===== src/rtl/fetch_stage.sv =====
// Instruction-fetch stage: owns the PC, issues one outstanding imem request at a time,
// buffers the returned word in a 1-entry skid buffer and loads the IF/ID register.
module fetch_stage #(
    parameter int unsigned     XLEN      = 32,
    parameter logic [XLEN-1:0] RESET_PC  = '0,
    parameter logic [XLEN-1:0] NOP_INSTR = XLEN'(32'h0000_0013)
) (
    input  logic            clk,
    input  logic            rst_n,
    input  logic            HD_HoldPC,
    input  logic            HD_Hold_IF_ID,
    input  logic            branch_taken,
    input  logic [XLEN-1:0] branch_target,
    output logic            imem_req,
    output logic [XLEN-1:0] imem_addr,
    input  logic            imem_ready,
    input  logic            imem_rvalid,
    input  logic [XLEN-1:0] imem_rdata,
    output logic            IF_ID_Valid,
    output logic [XLEN-1:0] IF_ID_PC,
    output logic [XLEN-1:0] IF_ID_Instr
);

    typedef enum logic {S_REQ, S_WAIT} state_t;

    state_t          r_state;
    logic [XLEN-1:0] r_pc;
    logic            r_drop;
    logic            r_ibuf_valid;
    logic [XLEN-1:0] r_ibuf_pc;
    logic [XLEN-1:0] r_ibuf_instr;

    logic            w_drain;
    logic            w_capture;

    assign w_drain   = r_ibuf_valid & ~HD_Hold_IF_ID & ~branch_taken;
    assign w_capture = (r_state == S_WAIT) & imem_rvalid & ~r_drop & ~branch_taken;

    // Request is gated by rst_n so the bus stays quiet while reset is held.
    assign imem_req  = rst_n & (r_state == S_REQ) & ~HD_HoldPC & ~branch_taken
                     & (~r_ibuf_valid | w_drain);
    assign imem_addr = r_pc;

    always_ff @(posedge clk or negedge rst_n) begin
        if (!rst_n) begin
            r_state      <= S_REQ;
            r_pc         <= RESET_PC;
            r_drop       <= 1'b0;
            r_ibuf_valid <= 1'b0;
            r_ibuf_pc    <= '0;
            r_ibuf_instr <= NOP_INSTR;
        end else begin
            case (r_state)
                S_REQ: begin
                    if (imem_req && imem_ready) begin
                        r_state <= S_WAIT;
                    end
                end
                S_WAIT: begin
                    // Any response ends the transaction; only one can be outstanding.
                    if (imem_rvalid) begin
                        r_state <= S_REQ;
                        r_drop  <= 1'b0;
                    end else if (branch_taken) begin
                        r_drop  <= 1'b1;
                    end
                end
                default: r_state <= S_REQ;
            endcase

            if (branch_taken) begin
                r_pc <= branch_target;
            end else if (w_capture) begin
                r_pc <= r_pc + XLEN'(4);
            end

            if (branch_taken) begin
                r_ibuf_valid <= 1'b0;
            end else if (w_capture) begin
                r_ibuf_valid <= 1'b1;
                r_ibuf_pc    <= r_pc;
                r_ibuf_instr <= imem_rdata;
            end else if (w_drain) begin
                r_ibuf_valid <= 1'b0;
            end
        end
    end

    always_ff @(posedge clk or negedge rst_n) begin
        if (!rst_n) begin
            IF_ID_Valid <= 1'b0;
            IF_ID_PC    <= '0;
            IF_ID_Instr <= NOP_INSTR;
        end else if (branch_taken) begin
            IF_ID_Valid <= 1'b0;
            IF_ID_Instr <= NOP_INSTR;
        end else if (HD_Hold_IF_ID) begin
            IF_ID_Valid <= IF_ID_Valid;
        end else if (w_drain) begin
            IF_ID_Valid <= 1'b1;
            IF_ID_PC    <= r_ibuf_pc;
            IF_ID_Instr <= r_ibuf_instr;
        end else begin
            IF_ID_Valid <= 1'b0;
            IF_ID_Instr <= NOP_INSTR;
        end
    end

endmodule


===== config.mk =====
export PLATFORM = sky130hd
export DESIGN_NAME = fetch_stage
export DESIGN_NICKNAME = d
export VERILOG_FILES = /design/src/rtl/fetch_stage.sv
export SDC_FILE = /design/constraint.sdc
export NUM_CORES = 1
export LEC_CHECK = 0
export CAP_MARGIN = 40
export CORE_ASPECT_RATIO = 0.5
export CORE_MARGIN = 2
export CORE_UTILIZATION = 40
export DETAILED_ROUTE_END_ITERATION = 10
export PLACE_DENSITY = 0.67
export SYNTH_ARGS = -nofsm -noshare
export SYNTH_HDL_FRONTEND = slang
export SYNTH_SLANG_ARGS = --single-unit

===== constraint.sdc =====
create_clock -name clk -period 2.9 [get_ports clk]
set_clock_uncertainty 0.1 [all_clocks]
set_input_delay 0.435 -clock clk [delete_from_list [all_inputs] [get_ports clk]]
set_output_delay 0.435 -clock clk [all_outputs]
set_load 0.1 [all_outputs]

==> flow_summary.ini <==
[outcome]
outcome = complete, but fails checks
violations = negative hold slack

[final_layout]
area_delta_synth_final_pct = 33.9
seq_area_sq_um = 4110
drive_above_1_share = 0.297
multi_input_area_sq_um = 2490
antenna_cells = 0
finish.utilization = 0.549
n_fill_cell = 1443
num-nets-final = 816

[synthesis]
synth_compound_area_frac = 0.0859
synth.net_count = 651
synthMuxAreaShare = 0.111
yosysUniqueCellTypes = 45
synth_top_family_by_area = simple AND/OR/NAND/NOR gates
yosys.area_share.simple = 0.152
ys.flop_type = dfrtp_1
postSynthCellCount = 579
yosysWarnings = 0
ys_seq_area_frac = 0.608
synthXorXnorAreaFrac = 0.0155
synth_edf_count = 0
synthAdderAreaFrac = 0.00185
ys_ff_latch = 164
syn_area_per_cell_sq_um = 11.7
async_flop_share = 1.00
netlist_area_sq_um = 6760

[critical_path]
worstPathBufferInverterCount = 1
cp.required_ns = 2.37
reg2reg_from = imem_addr[2]
crit_type = flip-flop to output port
slowest_stage = or4b_2
crit_fanout = 9
start_kind = flip-flop
r2r-end = imem_addr[28]
end_kind = output port
crit_chain = or4b_2, a21oi_2, buf_12
crit_family = simple AND/OR/NAND/NOR gates
reg2reg_slack_ns = 0.77
critPathArrivalTime_ns = 1.99
reg2reg_depth = 5
cp_slowest_stage_delay_ns = 0.68

[floorplanning]
start_util = 0.410
coreArea_sq_um = 16500
die_h_um = 95.9
dieArea_sq_um = 18000
die_x_um = 188
pin_count = 169
placementRows = 33

[clocking]
post_cts_resized = 0
post_cts_buffers = 0
tritoncts = done
htreeDepth = 4
clk_latency_ns = 0.42
cts_sinks = 164
clk_pin_slew_ns = 0.06
cts_max_path_buffers = 2
postCtsHoldBufs = 0
cts_buffers = 17
clockRootBuffer = clkbuf_16

[min_path]
hold_class = primary input to async pin

[timing]
finalCritPeriodShare = 0.869
rsz0062_at_grt = no
max_slew_margin = 0.383
hold_violations = 1
final-setup-viol-count = 0
fmax_ghz = 0.397
whs_ns = -0.0123
final.setup.tns_ns = 0
tightest_slew_ns = 0.926
slew_violations = 0
fin_crit_ns = 2.52

[grt]
grt_overflow = 0
grt_pass1_vias = 4952
grt_max_degree = 165
track_usage = 0.189
grt_pass1_wl_um = 26400
grt_antenna_before_repair = 0

[pwr]
power.total_mw = 6.65
p_int_mw = 4.42
pwr-share-comb = 0.230
p_clk_frac = 0.322
leakage_nw = 4.21
p_sw_mw = 2.24
swShare = 0.337
seq_power_share = 0.448
p_per_area_nw_per_um2 = 735
vdd_drop_max_mv = 0.417

[placement]
io_buffers = 168
place_congestion = 0.767
hpwl_um = 10700

[drt]
ant_nets = 0
wl_per_cell_um = 16.6
routed-via-count = 5012
drt-total-wl_um = 16300
drtPass1Iterations = 4
drc = 0
drtIter0Drc = 321
vias_per_cell = 5.09

[flow_run]
drv_cap = 0
-- power groups by stage --
| stage | combinational (mW) | clock (mW) | sequential (mW) |
|---|---|---|---|
| global route | 1.62 | 2.31 | 3.04 |
| CTS | 1.55 | 2.20 | 2.98 |
| floorplan | 0.452 | 0 | 3.64 |
| detailed placement | 1.54 | 0 | 3.02 |
| finish | 1.53 | 2.15 | 2.98 |
| global placement | 1.52 | 0 | 3.00 |
-- worst max path at each step --
stage | from | endpoint | slack, ns | cells past startpoint
5_1_grt | r_state | imem_req | 0.29 | 3
2_1_floorplan | branch_taken | imem_req | 0.21 | 3
3_3_place_gp | branch_taken | imem_req | 0.42 | 4
3_5_place_dp | branch_taken | imem_req | 0.41 | 4
6_report | r_state | imem_req | 0.38 | 3
4_1_cts | r_state | imem_req | 0.37 | 3
-- stage by stage --
stage / std cells / worst slack [ns] / instance area, sq um
3_5_place_dp: 952 / 0.409 / 8490
3_3_place_gp: 952 / 0.419 / 8490
6_report: 984 / 0.379 / 9050
5_1_grt: 984 / 0.290 / 9050
4_1_cts: 984 / 0.367 / 9050
2_1_floorplan: 579 / 0.207 / 6760
-- cells by family after synthesis --
kind of cell / Yosys count
AOI/OAI and AO/OA: 79
muxes: 67
buffers and inverters: 40
DFF: 164
adders and majority gates: 1
xor gates and xnor gates: 12
and+or+nand+nor: 216
-- area by class of cell --
class	count	area share
Clock buffer	20	0.0516
Clock inverter	12	0.0108
Inverter	7	0.00290
Multi-Input combinational cell	375	0.276
Sequential cell	164	0.454
Tap cell	227	0.0314
Timing Repair Buffer	179	0.174
-- layout by cell type (no fill, tap or decap), types with 2 or more instances in the layout --
cell type,n
dfrtp_1,158
nand2_1,128
buf_4,105
clkdlybuf4s50_1,69
mux2_2,66
a22o_1,29
nor2_1,19
clkbuf_16,17
o21ai_0,16
nand4_1,14
nand3_1,12
a31oi_1,12
or4_1,10
o31ai_1,9
xnor2_1,8
dfstp_2,6
inv_1,6
clkinv_4,5
and3_1,4
nor3_1,4
xor2_1,4
buf_12,4
o22a_1,3
and4_1,3
and2_1,3
nand4b_1,3
a311o_1,3
nor4_1,3
inv_6,3
clkbuf_8,3
clkinvlp_4,3
o41ai_1,2
or3_1,2
a21oi_1,2
-- synth_stat cells, drive strengths merged (4+ instances only) --
library cell / n / area, sq um
nand3: 13 / 77.6
nor2: 20 / 75.1
clkbuf: 24 / 91.3
nand2: 128 / 480
and4: 4 / 37.5
o21ai: 16 / 80.1
nand4: 14 / 87.6
xnor2: 8 / 70.1
a22o: 29 / 254
dfrtp: 158 / 3950
o31ai: 9 / 67.6
or4: 10 / 75.1
buf: 9 / 52.6
and2: 4 / 25.0
and3: 4 / 25.0
inv: 6 / 22.5
a31oi: 12 / 75.1
mux2: 66 / 743
xor2: 4 / 35.0
nor3: 4 / 20.0
dfstp: 6 / 158
-- sequential cells by signal, indices dropped and copies added, names as in the netlist --
name          flops
IF_ID_Instr      32
IF_ID_PC         32
r_drop            1
IF_ID_Valid       1
r_ibuf_pc        32
r_ibuf_valid      1
r_ibuf_instr     32
imem_addr        32
r_state           1
-- worst register-to-register path, cell delays in order, from the launching register on --
cell	delay (ns)
dfrtp_1	0.50
ha_1	0.21
and4b_2	0.32
nand4_1	0.26
or4_1	0.48
a31oi_1	0.17
-- layer usage --
metal  GRT usage  wire [um]  vias to the layer above
li1            -          -                     2381
met1       0.253       7730                     2532
met2       0.311       7980                       89
met3      0.0430        474                       10
met4      0.0610        167                        0
met5           0          0                        -
Power figures use the tool's default switching activity.
